## src/rtl/dmem_access_ctrl_if.sv

```systemverilog
// Data-RAM bus between the MEM-stage access sequencer and a single-port RAM.
//   master (sequencer): drives bus_req/bus_we/bus_addr/bus_be/bus_wdata,
//                       receives bus_ack/bus_rdata
//   slave  (RAM)      : the mirror image
// bus_req is held until bus_ack; bus_ack is a one-cycle completion pulse
// and bus_rdata is valid in that same cycle.
interface dmem_access_ctrl_if;
  logic        bus_req;
  logic        bus_we;
  logic [31:0] bus_addr;
  logic [3:0]  bus_be;
  logic [31:0] bus_wdata;
  logic        bus_ack;
  logic [31:0] bus_rdata;

  modport master (
    output bus_req, bus_we, bus_addr, bus_be, bus_wdata,
    input  bus_ack, bus_rdata
  );

  modport slave (
    input  bus_req, bus_we, bus_addr, bus_be, bus_wdata,
    output bus_ack, bus_rdata
  );
endinterface

```

## src/rtl/dmem_access_ctrl.sv

```systemverilog
// MEM-stage data-memory access sequencer.
// Takes a load/store from EX/MEM, runs one req/ack transaction on the data
// bus while stalling the pipeline, and returns aligned, extended load data.
// Misaligned ops are flagged without touching the bus; a bus that does not
// ack within TIMEOUT_CYCLES request cycles is abandoned with bus_err.
// Ports:
//   clk, rst_n            core clock, synchronous active-low reset
//   op_*                  request from EX/MEM (valid, we, size, unsigned,
//                         byte address, right-justified store data)
//   stall                 hold IF..EX/MEM
//   load_data/load_valid  extended load result / one-cycle strobe
//   misalign              address/size exception (combinational)
//   bus_err               one-cycle timeout strobe
//   bus                   data-RAM bus (master side)
module dmem_access_ctrl #(
  parameter int TIMEOUT_CYCLES = 255,
  parameter int TO_WIDTH       = 8
) (
  input  logic                      clk,
  input  logic                      rst_n,
  input  logic                      op_valid,
  input  logic                      op_we,
  input  logic [1:0]                op_size,
  input  logic                      op_unsigned,
  input  logic [31:0]               op_addr,
  input  logic [31:0]               op_wdata,
  output logic                      stall,
  output logic [31:0]               load_data,
  output logic                      load_valid,
  output logic                      misalign,
  output logic                      bus_err,
  dmem_access_ctrl_if.master        bus
);

  localparam logic [TO_WIDTH-1:0] TO_LAST = TO_WIDTH'(TIMEOUT_CYCLES - 1);

  typedef enum logic [1:0] {IDLE, REQ, DONE} state_t;

  state_t              state;
  logic [TO_WIDTH-1:0] cnt;
  logic [1:0]          size_r;
  logic [1:0]          lo_r;
  logic                uns_r;
  logic                misaligned;
  logic                accept;
  logic [3:0]          st_be;
  logic [31:0]         st_wd;
  logic [7:0]          rd_byte;
  logic [15:0]         rd_half;
  logic [31:0]         ext;

  always_comb begin
    case (op_size)
      2'b00:   misaligned = 1'b0;
      2'b01:   misaligned = op_addr[0];
      2'b10:   misaligned = |op_addr[1:0];
      default: misaligned = 1'b1;
    endcase
  end

  assign accept   = (state == IDLE) & op_valid & ~misaligned;
  assign misalign = (state == IDLE) & op_valid & misaligned;
  assign stall    = accept | (state == REQ);

  // Store lane steering: replicate the datum across every lane so the RAM
  // only has to honour the byte enables.
  always_comb begin
    case (op_size)
      2'b00: begin
        st_be = 4'b0001 << op_addr[1:0];
        st_wd = {4{op_wdata[7:0]}};
      end
      2'b01: begin
        st_be = op_addr[1] ? 4'b1100 : 4'b0011;
        st_wd = {2{op_wdata[15:0]}};
      end
      default: begin
        st_be = 4'b1111;
        st_wd = op_wdata;
      end
    endcase
  end

  // Load lane select and extension, evaluated on the ack cycle so the
  // already-extended value is what gets registered.
  always_comb begin
    case (lo_r)
      2'd0:    rd_byte = bus.bus_rdata[7:0];
      2'd1:    rd_byte = bus.bus_rdata[15:8];
      2'd2:    rd_byte = bus.bus_rdata[23:16];
      default: rd_byte = bus.bus_rdata[31:24];
    endcase
    rd_half = lo_r[1] ? bus.bus_rdata[31:16] : bus.bus_rdata[15:0];
    case (size_r)
      2'b00:   ext = {{24{rd_byte[7] & ~uns_r}}, rd_byte};
      2'b01:   ext = {{16{rd_half[15] & ~uns_r}}, rd_half};
      default: ext = bus.bus_rdata;
    endcase
  end

  always_ff @(posedge clk) begin
    if (!rst_n) begin
      state         <= IDLE;
      cnt           <= '0;
      size_r        <= 2'b00;
      lo_r          <= 2'b00;
      uns_r         <= 1'b0;
      load_data     <= '0;
      load_valid    <= 1'b0;
      bus_err       <= 1'b0;
      bus.bus_req   <= 1'b0;
      bus.bus_we    <= 1'b0;
      bus.bus_addr  <= '0;
      bus.bus_be    <= '0;
      bus.bus_wdata <= '0;
    end else begin
      load_valid <= 1'b0;
      bus_err    <= 1'b0;
      case (state)
        IDLE: if (accept) begin
          bus.bus_addr  <= {op_addr[31:2], 2'b00};
          bus.bus_we    <= op_we;
          bus.bus_be    <= op_we ? st_be : 4'b1111;
          bus.bus_wdata <= st_wd;
          bus.bus_req   <= 1'b1;
          size_r        <= op_size;
          lo_r          <= op_addr[1:0];
          uns_r         <= op_unsigned;
          cnt           <= '0;
          state         <= REQ;
        end
        REQ: if (bus.bus_ack) begin
          bus.bus_req <= 1'b0;
          state       <= DONE;
          // load_data only moves on a completed load; it holds otherwise.
          if (!bus.bus_we) begin
            load_valid <= 1'b1;
            load_data  <= ext;
          end
        end else if (cnt == TO_LAST) begin
          bus.bus_req <= 1'b0;
          bus_err     <= 1'b1;
          state       <= DONE;
        end else begin
          cnt <= cnt + 1'b1;
        end
        // DONE lasts one cycle; op_valid here still names the finished op.
        DONE:    state <= IDLE;
        default: state <= IDLE;
      endcase
    end
  end

endmodule

```

## src/flat_wrapper.sv

```systemverilog
// flat-port wrapper written by rule: the top's interface ports become plain ports
module dmem_access_ctrl_flat 
#(
  parameter int TIMEOUT_CYCLES = 255,
  parameter int TO_WIDTH       = 8
)
  (clk, rst_n, op_valid, op_we, op_size, op_unsigned, op_addr, op_wdata, stall, load_data, load_valid, misalign, bus_err, bus_bus_req, bus_bus_we, bus_bus_addr, bus_bus_be, bus_bus_wdata, bus_bus_ack, bus_bus_rdata);
  dmem_access_ctrl_if bus_i ();
  input  logic clk;
  input  logic rst_n;
  input  logic op_valid;
  input  logic op_we;
  input  logic [1:0] op_size;
  input  logic op_unsigned;
  input  logic [31:0] op_addr;
  input  logic [31:0] op_wdata;
  output logic stall;
  output logic [31:0] load_data;
  output logic load_valid;
  output logic misalign;
  output logic bus_err;
  output wire logic [$bits(bus_i.bus_req)-1:0] bus_bus_req;
  output wire logic [$bits(bus_i.bus_we)-1:0] bus_bus_we;
  output wire logic [$bits(bus_i.bus_addr)-1:0] bus_bus_addr;
  output wire logic [$bits(bus_i.bus_be)-1:0] bus_bus_be;
  output wire logic [$bits(bus_i.bus_wdata)-1:0] bus_bus_wdata;
  input wire logic [$bits(bus_i.bus_ack)-1:0] bus_bus_ack;
  input wire logic [$bits(bus_i.bus_rdata)-1:0] bus_bus_rdata;
  assign bus_bus_req = bus_i.bus_req;
  assign bus_bus_we = bus_i.bus_we;
  assign bus_bus_addr = bus_i.bus_addr;
  assign bus_bus_be = bus_i.bus_be;
  assign bus_bus_wdata = bus_i.bus_wdata;
  assign bus_i.bus_ack = bus_bus_ack;
  assign bus_i.bus_rdata = bus_bus_rdata;
  dmem_access_ctrl #(.TIMEOUT_CYCLES(TIMEOUT_CYCLES), .TO_WIDTH(TO_WIDTH)) u_core (.clk(clk), .rst_n(rst_n), .op_valid(op_valid), .op_we(op_we), .op_size(op_size), .op_unsigned(op_unsigned), .op_addr(op_addr), .op_wdata(op_wdata), .stall(stall), .load_data(load_data), .load_valid(load_valid), .misalign(misalign), .bus_err(bus_err), .bus(bus_i));
endmodule
```

## config.mk

```make
export PLATFORM = sky130hd
export DESIGN_NAME = dmem_access_ctrl_flat
export DESIGN_NICKNAME = d
export VERILOG_FILES = /design/src/rtl/dmem_access_ctrl_if.sv /design/src/rtl/dmem_access_ctrl.sv /design/src/flat_wrapper.sv
export SDC_FILE = /design/constraint.sdc
export NUM_CORES = 1
export LEC_CHECK = 0
export CAP_MARGIN = 0
export CORE_AREA = 2 2 113 115
export CTS_CLUSTER_DIAMETER = 30
export DETAILED_ROUTE_END_ITERATION = 16
export DIE_AREA = 0 0 115 117
export GPL_TIMING_DRIVEN = 0
export PLACE_DENSITY = 0.8
export SYNTH_ARGS = -nofsm -noshare
export SYNTH_HDL_FRONTEND = slang
export SYNTH_SLANG_ARGS = --single-unit
```

## constraint.sdc

```tcl
create_clock -name clk -period 2 [get_ports clk]
set_input_delay 0.3 -clock clk [delete_from_list [all_inputs] [get_ports clk]]
set_output_delay 0.3 -clock clk [all_outputs]
set_load 0.03 [all_outputs]
```

==> results of run 1 <==
==> final cells by class <==
type | count | area, um2
clock buffers | 21 | 460
well taps | 150 | 188
plain buffers | 51 | 262
fillers | 1093 | 4180
clock inverters | 11 | 108
multi-input cells | 453 | 2700
repair buffers | 206 | 2060
flip-flops and latches | 117 | 2340
inverters | 5 | 18.8
==> state kept, by name (all words and copies together), names as in the netlist <==
register,count
u_core.bus.bus_we,1
u_core.bus.bus_req,1
u_core.bus_err,1
u_core.load_valid,1
u_core.load_data,32
u_core.uns_r,1
u_core.lo_r,2
u_core.bus.bus_addr,30
u_core.bus.bus_be,4
u_core.bus.bus_wdata,32
u_core.size_r,2
u_core.state,2
u_core.cnt,8
==> power by group through the flow <==
stage | Combinational (uW) | Sequential [uW] | Clock (uW)
finish | 1250 | 2530 | 2920
detailed placement | 1240 | 2570 | 0
CTS | 1250 | 2520 | 2950
floorplan | 422 | 2790 | 0
global placement | 1220 | 2570 | 0
global route | 1330 | 2540 | 3060
==> path summary, 6_finish.rpt <==
check / slack, ns / cells after the start / from / end
max reg2reg: 0.14 / 5 / u_core.state[1]$_SDFFE_PN0P_ / u_core.load_data[5]$_SDFFE_PN0P_
min reg2reg: 0.45 / 2 / u_core.bus.bus_wdata[31]$_SDFFE_PN0P_ / u_core.bus.bus_wdata[31]$_SDFFE_PN0P_
max: 0.11 / 6 / u_core.state[0]$_SDFFE_PN0P_ / stall
min: 0.29 / 3 / op_addr[1] / u_core.lo_r[1]$_SDFFE_PN0P_
==> cells by family after synthesis <==
family | after synthesis
buffers and inverters | 56
adder cells (fa/ha/maj) | 2
AND/OR/NAND/NOR | 221
other | 1
multiplexers | 25
flip-flops | 117
AO/OA/AOI/OAI | 203
==> placed cells by master (no fill, tap or decap), types with 3 or more instances in the layout <==
master           count
buf_2               11
o211ai_1             6
and3_1              10
nor2b_1              5
a21oi_2             10
clkbuf_1            30
mux2i_1             24
nor3_1               3
o211a_1             21
nor3b_1              3
a22o_1               8
o21ai_0             51
nand2_1            159
a31oi_1              7
a21boi_0            42
nand3_1             14
inv_1                4
clkdlybuf4s50_1    200
buf_4               12
a22oi_1              7
clkbuf_16           17
o21bai_1             7
nor2_1              13
dfxtp_1            117
clkinv_2             8
a21boi_1            12
a21oi_1             19
==> metal layers <==
layer / wire, um / GRT usage, %
met2: 8780 / 46.0
met5: 0 / 0
met3: 1350 / 7.42
met4: 386 / 10.3
met1: 7180 / 30.4
==> critical path, delay by kind of cell (launching register included) <==
family / cells / cell delay (ns)
AO/OA/AOI/OAI: 1 / 0.14
buffers and inverters: 3 / 0.49
flip-flops: 1 / 0.33
AND/OR/NAND/NOR: 2 / 0.21
==> per-stage QoR <==
| stage | std cells | TNS, ns |
|---|---|---|
| after floorplan | 626 | 0 |
| after global placement | 981 | -6.00 |
| after detailed placement | 981 | -9.35 |
| after CTS | 1014 | -0.239 |
| after global routing | 1014 | -0.000119 |
| final | 1014 | 0 |
==> cell usage after synthesis, types with 10 or more instances <==
| cell type | count | share of area (%) |
|---|---|---|
| buf_2 | 12 | 1.1 |
| and3_1 | 10 | 1.2 |
| a21oi_1 | 20 | 1.9 |
| a21boi_0 | 42 | 5.9 |
| mux2i_1 | 24 | 4.5 |
| nand2_1 | 159 | 11 |
| o21ai_0 | 51 | 4.8 |
| nor2_1 | 14 | 0.99 |
| a21boi_1 | 12 | 1.7 |
| o211a_1 | 21 | 4.0 |
| dfxtp_1 | 117 | 44 |
| clkbuf_1 | 28 | 2.0 |
| nand3_1 | 14 | 1.3 |
==> repair_timing <==
| action | in CTS | in global routing |
|---|---|---|
| setup buffers | 1 | 0 |
| hold buffers | 0 | 0 |
| pin swaps | 1 | 3 |
| setup endpoints to repair | 2 | 2 |
| resized for setup | 6 | 9 |
==> impl_metrics.tcl, run 1 <==
set metrics [dict create \
    p_per_area_nw_per_um2 823 \
    vias 5500 \
    port_buffers 205 \
    clockPowerShare_pct 43.6 \
    p_sw_uw 1800 \
    clkTransAtPathRegs_ns 0.05 \
    synthXorXnorAreaFrac_pct 0 \
    overflow 0 \
    power.share.combinational_pct 18.7 \
    crit_arrival_ns 1.59 \
    synth_cell_type_count 52 \
    dieArea_um2 13500 \
    swShare_pct 26.8 \
    synth_async_sr_flop_share_pct 0 \
    relSlewSlack_pct 62.2 \
    drtAntennaViolNets 0 \
    io_pins 210 \
    slew_viol_final 0 \
    clock_latency_ns 0.42 \
    grt_usage_pct 26.2 \
    avgRoutedWirePerCell_um 17.4 \
    rows 41 \
    layout.nets 957 \
    cap_violations 0 \
    fmax_ghz 0.530 \
    cts_root_buf "clkbuf_16" \
    antenna_cells 0 \
    path_class "reg -> out" \
    ir_drop_uv 461 \
    viasPerCell 5.42 \
    yosys_warnings 0 \
    detail_route.first_pass.iterations 5 \
    antenna_found_initial 0 \
    fin_ws_ns 0.112 \
    min_path_type "in -> reg" \
    hold_viol 0 \
    die_h_um 117 \
    coreArea_um2 12300 \
    critPathCaptureType "output pin" \
    routabilityCongestion 0.880 \
    grt_max_degree 17 \
    syn_area_um2 5310 \
    fin_crit_sh_pct 94.4 \
    syn_to_final_growth_pct 53.3 \
    crit_path_max_incr_delay_ns 0.33 \
    seq_power_share_pct 37.7 \
    yosys.area_share.simple_pct 17.9 \
    path_common_cell "buf_4" \
    grt_pass1_wl_um 27100 \
    leakagePower_uw 0.00323 \
    path_max_fanout 10 \
    placed_area_um2 7550 \
    design_area_um2 8140 \
    setup_viol_count_final 0 \
    drive_gt1_share_pct 8.91 \
    final_util_pct 66.1 \
    syn_inst 625 \
    internal_power_uw 4900 \
    pre_cts_ws_ns -0.714 \
    cts_buffers 17 \
    h-tree-depth 4 \
    synth_ff_type "dfxtp_1" \
    skew_ns 0.00862 \
    synth_seq_cells 117 \
    die_x_um 115 \
    fin_worst_hold_slack_ns 0.294 \
    totalPowerFinal_uw 6700 \
    worst_slew_pin_slew_ns 0.566 \
    grt_pass1_vias 5283 \
    synthAdderAreaFrac_pct 0.471 \
    synth_top_family_by_area "compound AO/OA/AOI/OAI gates" \
    slowest_stage "dfxtp_1" \
    clockBufferDepth 2 \
    synth_compound_area_share_pct 27.2 \
    required_ns 1.70 \
    cts_tree "done" \
    ys_seq_area_share_pct 44.1 \
    drt_iter0_markers 334 \
    synthMuxAreaShare_pct 4.95 \
    startpoint_type "flip-flop" \
    run_status "completed" \
    initial_core_util_pct 43.1 \
    dp_hpwl_um 13400 \
    period_needed_ns 1.89 \
    drc 0 \
    synth_area_per_cell_um2 8.49 \
    cts_num_sinks 117 \
    worstPathCellList "nor2_2 -> o211ai_1 -> buf_4 -> buf_4 -> nand2_1 -> buf_4" \
    wirelength_um 17700 \
    synth-edff-count 0 \
]
No activity file was read; power rests on OpenSTA's default activity.
==> inputs of run 2 (changes only) <==
Settings changed: HOLD_SLACK_MARGIN from default to 0.03, RECOVER_POWER from default to 100.
==> run 2 against run 1 <==
  * Routed wire length shrank 0.27%
  * Power shrank 0.85%
  * First-iteration DRC count fell by 8.4%
  * Die area unchanged
  * Clock skew fell by 0.00077 ns
  * Utilization down 0.13 points
  * Non-clock buffer count unchanged
  * Global-route usage stayed put
  * Largest cell class unchanged
==> impl_metrics.tcl, run 2 (same netlist as run 1, synthesis figures left out) <==
set metrics [dict create \
    run_status "completed" \
    vias 5508 \
    period_needed_ns 1.89 \
    routabilityCongestion 0.880 \
    hold_viol 0 \
    critPathCaptureType "output pin" \
    worst_slew_pin_slew_ns 0.561 \
    fmax_ghz 0.528 \
    drt_iter0_markers 306 \
    detail_route.first_pass.iterations 5 \
    path_class "reg -> out" \
    die_h_um 117 \
    cts_buffers 17 \
    h-tree-depth 4 \
    drive_gt1_share_pct 8.56 \
    viasPerCell 5.43 \
    cts_root_buf "clkbuf_16" \
    port_buffers 205 \
    startpoint_type "flip-flop" \
    clock_latency_ns 0.42 \
    syn_to_final_growth_pct 53.0 \
    cap_violations 0 \
    crit_path_max_incr_delay_ns 0.81 \
    dieArea_um2 13500 \
    grt_max_degree 17 \
    clkTransAtPathRegs_ns 0.05 \
    totalPowerFinal_uw 6640 \
    grt_pass1_wl_um 27100 \
    avgRoutedWirePerCell_um 17.4 \
    drc 0 \
    worstPathCellList "dlygate4sd3_1" \
    io_pins 210 \
    relSlewSlack_pct 62.6 \
    layout_commonest_cell "nand2_1" \
    grt_pass1_vias 5283 \
    layout.nets 957 \
    critical_path_buf_inv_count 1 \
    grt_usage_pct 26.2 \
    rows 41 \
    overflow 0 \
    hold_buffers 0 \
    placed_area_um2 7550 \
    initial_core_util_pct 43.1 \
    leakagePower_uw 0.00353 \
    clockBufferDepth 2 \
    p_per_area_nw_per_um2 818 \
    cts_num_sinks 117 \
    required_ns 1.70 \
    antenna_cells 0 \
    drtAntennaViolNets 0 \
    fin_crit_sh_pct 94.6 \
    slowest_stage "dlygate4sd3_1" \
    path_max_fanout 3 \
    min_path_type "in -> reg" \
    setup_viol_count_final 0 \
    crit_family "buffers and inverters" \
    ir_drop_uv 460 \
    nFillCells 1094 \
    coreArea_um2 12300 \
    slew_viol_final 0 \
    skew_ns 0.00785 \
    dp_hpwl_um 13400 \
    rsz0062_at_grt "no" \
    top_regs "u_core.bus.bus_wdata: 32 flops, u_core.load_data: 32 flops, u_core.bus.bus_addr: 30 flops" \
    die_x_um 115 \
    final_cell_mix "159 x nand2_1, 117 x dfxtp_1, 103 x dlygate4sd3_1, 97 x clkdlybuf4s50_1, 51 x o21ai_0" \
    antenna_found_initial 0 \
    wirelength_um 17600 \
    fin_worst_hold_slack_ns 0.294 \
    design_area_um2 8120 \
    cts_tree "done" \
    crit_arrival_ns 1.59 \
]
==> run 2: layout make-up <==
cell class,instances,area [um2],share of cell area [%]
repair buffers,206,2060,25.3
inverters,5,18.8,0.231
well taps,150,188,2.31
clock inverters,11,108,1.33
clock buffers,21,460,5.67
multi-input cells,453,2700,33.2
flip-flops and latches,117,2340,28.8
plain buffers,51,248,3.05
==> run 2: stage by stage <==
stage	TNS (ns)	util, %	setup WS [ns]	instances
5_1_grt	0	66.0	0.000584	1014
3_5_place_dp	-9.35	61.3	-0.714	981
2_1_floorplan	0	-	0.385	626
6_report	0	66.0	0.108	1014
4_1_cts	-0.239	66.0	-0.239	1014
3_3_place_gp	-6.00	61.3	-0.710	981
==> run 2: final timing paths <==
path	to	depth (start not counted)	slack, ns	from
setup / recovery	bus_bus_we	1	0.11	u_core.bus.bus_we$_SDFFE_PN0P_
hold / removal	u_core.lo_r[1]$_SDFFE_PN0P_	3	0.29	op_addr[1]
setup reg to reg	u_core.load_data[5]$_SDFFE_PN0P_	5	0.15	u_core.state[1]$_SDFFE_PN0P_
hold reg to reg	u_core.bus.bus_wdata[31]$_SDFFE_PN0P_	2	0.45	u_core.bus.bus_wdata[31]$_SDFFE_PN0P_
==> run 2: per-layer routing <==
layer / up-vias / wire, um / GRT usage, %
li1: 2632 / - / -
met1: 2589 / 7160 / 30.4
met2: 246 / 8690 / 46.0
met3: 41 / 1330 / 7.42
met4: 0 / 463 / 10.3
met5: - / 0 / 0
==> run 2: timing repair <==
action | CTS | global route
pin swaps | 1 | 3
buffers inserted | 1 | 0
cloned | 0 | 0
setup endpoints to repair | 2 | 2
resized for setup | 6 | 9
==> run 2: where the power goes <==
part	total, uW	internal [uW]	switching (uW)
Sequential	2520	2460	63.9
Clock	2920	1880	1040
Combinational	1200	523	679
Total	6640	4850	1790
